### config.mk
export PLATFORM = sky130hd
export DESIGN_NAME = tpmem_seq_ctrl_flat
export DESIGN_NICKNAME = d
export VERILOG_FILES = /design/src/rtl/tpmem_seq_ctrl_if.sv /design/src/rtl/tpmem_seq_ctrl.sv /design/src/flat_wrapper.sv
export SDC_FILE = /design/constraint.sdc
export NUM_CORES = 1
export LEC_CHECK = 0
export BUFFER_PORTS_ARGS = -buffer_cell sky130_fd_sc_hd__buf_2
export CAP_MARGIN = 15
export CELL_PAD_IN_SITES_DETAIL_PLACEMENT = 0
export CELL_PAD_IN_SITES_GLOBAL_PLACEMENT = 1
export CORE_ASPECT_RATIO = 1.5
export CORE_MARGIN = 8
export CORE_UTILIZATION = 29
export CTS_CLUSTER_DIAMETER = 60
export DETAILED_ROUTE_END_ITERATION = 12
export PLACE_DENSITY_LB_ADDON = 0.1
export RECOVER_POWER = 25
export SLEW_MARGIN = 25
export SYNTH_ARGS = -nofsm -noshare
export SYNTH_HDL_FRONTEND = slang
export SYNTH_SLANG_ARGS = --single-unit
export TNS_END_PERCENT = 1
### constraint.sdc
create_clock -name i_clk -period 3.8 [get_ports i_clk]
set_clock_uncertainty 0.2 [all_clocks]
set_input_delay 0.38 -clock i_clk [delete_from_list [all_inputs] [get_ports i_clk]]
set_output_delay 0.38 -clock i_clk [all_outputs]
set_load 0.05 [all_outputs]
### src/rtl/tpmem_seq_ctrl_if.sv
// Upstream row channel into the transpose-memory sequencer: one 8-element row per
// valid/ready transfer, element 0 in the MSBs.
interface tpmem_seq_ctrl_if #(
  parameter int unsigned BW = 10
);
  logic [8*BW-1:0] data;
  logic            valid;
  logic            ready;

  modport master (output data, output valid, input ready);
  modport slave  (input data, input valid, output ready);
endinterface

### src/rtl/tpmem_seq_ctrl.sv
// Sequencer for the 8x8 transpose memory: accepts 8 rows, blocks input for the fixed
// 8-cycle column readout, checks the column window and counts blocks and frames.
module tpmem_seq_ctrl #(
  parameter int unsigned BW    = 10,
  parameter int unsigned BLK_W = 16
) (
  input  logic              i_clk,
  input  logic              i_Reset,
  tpmem_seq_ctrl_if.slave   up,
  output logic [8*BW-1:0]   o_tp_data,
  output logic              o_tp_enable,
  input  logic              i_tp_en,
  input  logic [BLK_W-1:0]  i_frame_blocks,
  output logic              o_busy,
  output logic              o_blk_done,
  output logic              o_frame_done,
  output logic [BLK_W-1:0]  o_blk_cnt,
  output logic              o_err
);

  typedef enum logic [1:0] {StIdle, StLoad, StDrain} state_e;

  state_e           state_q;
  logic [2:0]       row_cnt_q;
  logic [2:0]       drain_cnt_q;
  logic [3:0]       col_cnt_q;
  logic             exp_col_q;
  logic             blk_open_q;
  logic             xfer;
  logic [BLK_W-1:0] blk_cnt_inc;
  logic             frame_end;

  assign up.ready    = i_Reset & (state_q != StDrain);
  assign xfer        = up.valid & up.ready;
  assign o_tp_enable = xfer;
  assign o_tp_data   = up.data;

  assign blk_cnt_inc = o_blk_cnt + BLK_W'(1);
  assign frame_end   = (i_frame_blocks != '0) && (blk_cnt_inc == i_frame_blocks);

  // A block stays open from its 8th row until its 8th column has been counted.
  assign o_busy = (state_q != StIdle) | blk_open_q;

  always_ff @(posedge i_clk) begin
    if (!i_Reset) begin
      state_q      <= StIdle;
      row_cnt_q    <= '0;
      drain_cnt_q  <= '0;
      col_cnt_q    <= '0;
      exp_col_q    <= 1'b0;
      blk_open_q   <= 1'b0;
      o_blk_done   <= 1'b0;
      o_frame_done <= 1'b0;
      o_blk_cnt    <= '0;
      o_err        <= 1'b0;
    end else begin
      o_blk_done   <= 1'b0;
      o_frame_done <= 1'b0;

      // Columns lag DRAIN by one cycle; any disagreement is a sequencing error.
      exp_col_q <= (state_q == StDrain);
      if (i_tp_en != exp_col_q) begin
        o_err <= 1'b1;
      end

      if (col_cnt_q == 4'd8) begin
        col_cnt_q <= {3'b000, i_tp_en};
      end else if (i_tp_en) begin
        col_cnt_q <= col_cnt_q + 4'd1;
      end

      if (i_tp_en && (col_cnt_q == 4'd7)) begin
        o_blk_done <= 1'b1;
        blk_open_q <= 1'b0;
        if (frame_end) begin
          o_frame_done <= 1'b1;
          o_blk_cnt    <= '0;
        end else begin
          o_blk_cnt <= blk_cnt_inc;
        end
      end

      unique case (state_q)
        StIdle: begin
          if (xfer) begin
            row_cnt_q <= 3'd1;
            state_q   <= StLoad;
          end
        end
        StLoad: begin
          if (xfer) begin
            if (row_cnt_q == 3'd7) begin
              row_cnt_q   <= '0;
              drain_cnt_q <= '0;
              blk_open_q  <= 1'b1;
              state_q     <= StDrain;
            end else begin
              row_cnt_q <= row_cnt_q + 3'd1;
            end
          end
        end
        StDrain: begin
          drain_cnt_q <= drain_cnt_q + 3'd1;
          if (drain_cnt_q == 3'd7) begin
            state_q <= StIdle;
          end
        end
        default: state_q <= StIdle;
      endcase
    end
  end

endmodule
### src/flat_wrapper.sv
// flat-port wrapper written by rule: the top's interface ports become plain ports
module tpmem_seq_ctrl_flat 
#(
  parameter int unsigned BW    = 10,
  parameter int unsigned BLK_W = 16
)
  (i_clk, i_Reset, o_tp_data, o_tp_enable, i_tp_en, i_frame_blocks, o_busy, o_blk_done, o_frame_done, o_blk_cnt, o_err, up_data, up_valid, up_ready);
  tpmem_seq_ctrl_if #(.BW(BW)) up_i ();
  input  logic i_clk;
  input  logic i_Reset;
  output logic [8*BW-1:0] o_tp_data;
  output logic o_tp_enable;
  input  logic i_tp_en;
  input  logic [BLK_W-1:0] i_frame_blocks;
  output logic o_busy;
  output logic o_blk_done;
  output logic o_frame_done;
  output logic [BLK_W-1:0] o_blk_cnt;
  output logic o_err;
  input wire logic [$bits(up_i.data)-1:0] up_data;
  input wire logic [$bits(up_i.valid)-1:0] up_valid;
  output wire logic [$bits(up_i.ready)-1:0] up_ready;
  assign up_i.data = up_data;
  assign up_i.valid = up_valid;
  assign up_ready = up_i.ready;
  tpmem_seq_ctrl #(.BW(BW), .BLK_W(BLK_W)) u_core (.i_clk(i_clk), .i_Reset(i_Reset), .up(up_i), .o_tp_data(o_tp_data), .o_tp_enable(o_tp_enable), .i_tp_en(i_tp_en), .i_frame_blocks(i_frame_blocks), .o_busy(o_busy), .o_blk_done(o_blk_done), .o_frame_done(o_frame_done), .o_blk_cnt(o_blk_cnt), .o_err(o_err));
endmodule
## Yosys cells after proc, flatten, opt, wreduce, memory -nomap -nowiden

Cells that the tools add are included.

- Register bits after elaboration: 33
- Bits of input ports: 100
- Output and inout bits: 102
- Logic and storage cells: 66

- Add/sub/neg operators: 4
- Eq/ne operators: 13
- Multiplexer cells: 21
- Bitwise gates (word level): 4
- Reduce and logical (&&, ||, !) cells: 13

Operators by type and width:

| operator | number |
|---|---|
| $add 16x1->16 const B | 1 |
| $eq 16x16->1 | 1 |
| $mux 16 | 1 |
| $reduce_bool 16->1 | 1 |
| $mux 3 | 5 |
| $pmux 3 s2 | 2 |
| $mux 1 | 8 |
| $mux 2 | 4 |
| $ne 2x2->1 const B | 4 |
| $reduce_bool 2->1 | 4 |
| $add 3x1->3 const B | 2 |
| $eq 3x3->1 const B | 2 |
| $pmux 2 s3 | 1 |
| $reduce_and 3->1 | 2 |
| $add 4x1->4 const B | 1 |
| $eq 4x3->1 const B | 1 |
| $eq 4x4->1 const B | 1 |
| $reduce_and 4->1 | 1 |
| $and 1x1->1 | 2 |
| $eq 2x1->1 const B | 1 |
| $eq 2x2->1 const B | 1 |
| $logic_and 1x1->1 | 2 |
| $logic_not 2->1 | 1 |
| $ne 2x1->1 const B | 1 |
| other kinds (5) | 5 |

## Depth between registers and ports, before layout

- Depth after elaboration: 6
- Gate-level depth with buffers: 10
- Depth with buffers taken out: 9

## Worst setup path before layout

Ideal clock, no wire load.

- Path kind: register -> register
- Start: register u_core.o_blk_cnt[0]
- End: register u_core.o_blk_cnt[15]
- Setup time: 115 ps
- Arrival: 2574 ps
- Required time: 3485 ps
- Setup slack: 911 ps
- Cell stages (with the launch flop): 11
- Path buffers: 2
- Period minus slack after synthesis: 2889 ps
- Path through: dfxtp_1 -> ha_1 -> buf_2 -> nand3_1 -> or3_1 -> o211ai_1 -> a21oi_1 -> nor4_4 -> a41o_2 -> buf_6 -> nor2_1

- Longest elaborated chain between the ends: 4

RTL lines:

| item | RTL line | RTL |
|---|---|---|
| start: declaration | tpmem_seq_ctrl.sv:17 | `output logic [BLK_W-1:0] o_blk_cnt,` |
| start signal: assignment | tpmem_seq_ctrl.sv:79 | `o_blk_cnt <= blk_cnt_inc;` |
| $add 16x1->16 * | tpmem_seq_ctrl.sv:38 | `assign blk_cnt_inc = o_blk_cnt + BLK_W'(1);` |
| $eq 16x16->1 | tpmem_seq_ctrl.sv:39 | `assign frame_end = (i_frame_blocks != '0) && (blk_cnt_inc == i_frame_blocks);` |
| $logic_and 1x1->1 | tpmem_seq_ctrl.sv:39 |  |
| $mux 16 * | tpmem_seq_ctrl.sv:75 | `if (frame_end) begin` |

Every way passes the cells marked *; elsewhere a longest branch is shown, timed or not.
A chain may end at the register's enable or synchronous reset.

## Worst setup path after layout

Ends and elaborated chain as after synthesis.

==> metrics.txt <==
status=completed; most frequent cells in the layout=buf_2 (41), nor2_1 (39), dfxtp_1 (33), nand2_1 (29), xor2_1 (19); Worst Hold Launch=i_Reset; reg2reg path depth=7; diode count=0; crit path capture type=flop; num rows=43; Reg2Reg Setup Slack=0.88 ns; die height=135 µm; sequential area share after synthesis=0.243; detailed placement HPWL=6210 µm; CTS H-tree depth=2; worst hold path class=input pin to flop; total setup buffers inserted after CTS=0; critical path arrival=2.88 ns; setup TNS=0 ns; I/O Pins=202; fmax=0.342 GHz; clock root cell=clkbuf_16; Worst Tran Pin Value=about 0.55 ns; clk_lat worst skew=0.28 ns; setup violators final=0; Cells after Synth=340; WHS Path Cells=3; synthesis-to-finish area growth=-5.38%; final hold violations=0; final worst-path cycle share=0.769; syn_nets=450; Vias/cell=5.04; Syn Std Cell Area=2720 µm²; Final Max Slew Viols=0; GP Congestion=0.805; wire length per cell=approximately 19 µm; Critical R2R Launch=u_core.o_blk_cnt[0]; Cell variety after synth=between 40 and 50; initial drt markers=67; Starting Density=0.296; CP Data Required Time=3.76 ns; number of fill cells=1018; Die X=95.1 µm; port bufs=between 40 and 50; Max clock buf depth=2; register area=661 µm²; post-layout minimum cycle time=2.92 ns; EDFF count, synth=0; Post-Route WL=7610 µm; area occupied by multi-input gates=1360 µm²; CTS tree=built; Num CTS Buffers=5; vias=2071; largest net degree at the start of global routing=19; Most used DFF post-synth=dfxtp_1; kind of critical path=flop to flop; DRT antenna net count=0; FF-to-FF End=u_core.o_blk_cnt[15]; CTS Hold Bufs=0; share of post-route cells with drive strength above 1=0.201; Slew HR=0.632; WHS Endpoint=u_core.col_cnt_q[1]; Synth async-reset ratio=0; first-pass iteration count of the detailed router=4; PwrDens=346 nW/µm²; gr usage total=0.122; final cell count without fillers=411; CP max FO=13; antenna violations before repair=0; Worst-path clk slew=0.06 ns; Synth Area per Inst=8.00 µm²; RSZ-0062 raised after global routing=no; first-pass GRT wire length=12000 µm; Sinks on Clock Net=33; layout net count=around 400; Max VDD drop=between 0.15 and 0.2 mV; GR Overflow Total=0; static leakage=1.03 nW; placed insts=404; Die Area=12800 µm²; Core Area=a little over 9000 µm²; Max Cap Violations=0; vias in the first global route=around 2200; DR DRC count=0; warnings from Yosys=0; commonest non-fill, non-tap cell in the layout=buf_2; synthesized flop and latch total=33; Resized cells post-CTS=0; Critical Path Source Type=flop; Total Power=roughly 0.0009 W; Fin Hold WS=between 0.2 and 0.3 ns
-- power by group --
group / internal (W) / switching, W / total [W]
registers: 0.000354 / 0.00000760 / 0.000361
clock network: 0.000257 / 0.000150 / 0.000406
logic: 0.0000440 / 0.0000774 / 0.000121
total: 0.000655 / 0.000235 / 0.000889
-- critical path: stages, from the launching register on --
cell       delay [ns]
dfxtp_1          0.45
ha_1             0.39
nand4_1          0.29
a2111oi_2        0.36
nand4_1          0.21
nor4_4           0.38
a41o_2           0.44
nor2_1           0.09
-- flip-flops by register name, indices dropped and copies added, names as in the netlist --
signal / cells
u_core.col_cnt_q: 4
u_core.o_err: 1
u_core.exp_col_q: 1
u_core.blk_open_q: 1
u_core.row_cnt_q: 3
u_core.o_frame_done: 1
u_core.drain_cnt_q: 3
u_core.o_blk_cnt: 16
u_core.o_blk_done: 1
u_core.state_q: 2
-- how the worst max path moves through the flow --
stage,from,end,slack (ns)
detailed placement,u_core.o_blk_cnt[0],u_core.o_blk_cnt[15],0.88
finish,u_core.o_blk_cnt[0],u_core.o_blk_cnt[15],0.88
global route,u_core.o_blk_cnt[0],u_core.o_blk_cnt[12],0.68
global placement,u_core.o_blk_cnt[0],u_core.o_blk_cnt[7],0.86
floorplan,u_core.o_blk_cnt[0],u_core.o_blk_cnt[15],0.91
CTS,u_core.o_blk_cnt[0],u_core.o_blk_cnt[15],0.86
-- kinds of logic (layout without fill, tap and decap cells) --
family / after synthesis / after routing / synth area share
flops: 33 / 33 / 0.243
compound gates: 30 / 30 / 0.0828
buf+inv: 101 / 60 / 0.255
fa+ha+maj: 10 / 10 / 0.0460
simple gates: 124 / 124 / 0.232
xor+xnor: 36 / 36 / 0.116
mux: 6 / 6 / 0.0244
-- stage by stage --
stage	util	cell area [µm²]	setup slack, ns
after floorplan	-	2720	0.911
after global placement	0.264	2430	0.862
after detailed placement	0.264	2430	0.883
after CTS	0.280	2570	0.856
after global routing	0.280	2570	0.683
final	0.280	2570	0.879
-- layout make-up --
cell class                      count  share of cell area
Clock inverter                      1             0.00292
Tap cell                          112              0.0545
Clock buffer                        6              0.0540
Inverter                            9              0.0131
Multi-Input combinational cell    206               0.530
Sequential cell                    33               0.257
Timing Repair Buffer               44              0.0885
-- metal layers --
metal / up-vias / track usage / wire length [µm]
met4: 0 / 0.0523 / 204
met2: 92 / 0.228 / 4190
met1: 975 / 0.115 / 2730
li1: 980 / - / -
met3: 24 / 0.0406 / 485
met5: - / 0 / 0
-- cells in the mapped netlist, types with 3 or more instances --
cell type,number,area share
buf_2,3,0.0055
nor3_1,5,0.0092
nor2_1,39,0.054
clkbuf_1,7,0.0097
nand3_1,14,0.026
mux2i_1,4,0.015
inv_1,8,0.011
nor4_1,6,0.014
o21ai_0,4,0.0074
a21oi_1,11,0.020
nand2_1,29,0.040
nor3b_1,3,0.0083
xor2_1,19,0.061
buf_4,81,0.22
ha_1,10,0.046
nand2b_1,3,0.0069
xnor2_1,17,0.055
nand4_1,9,0.021
dfxtp_1,33,0.24
Power figures use the tool's default switching activity.
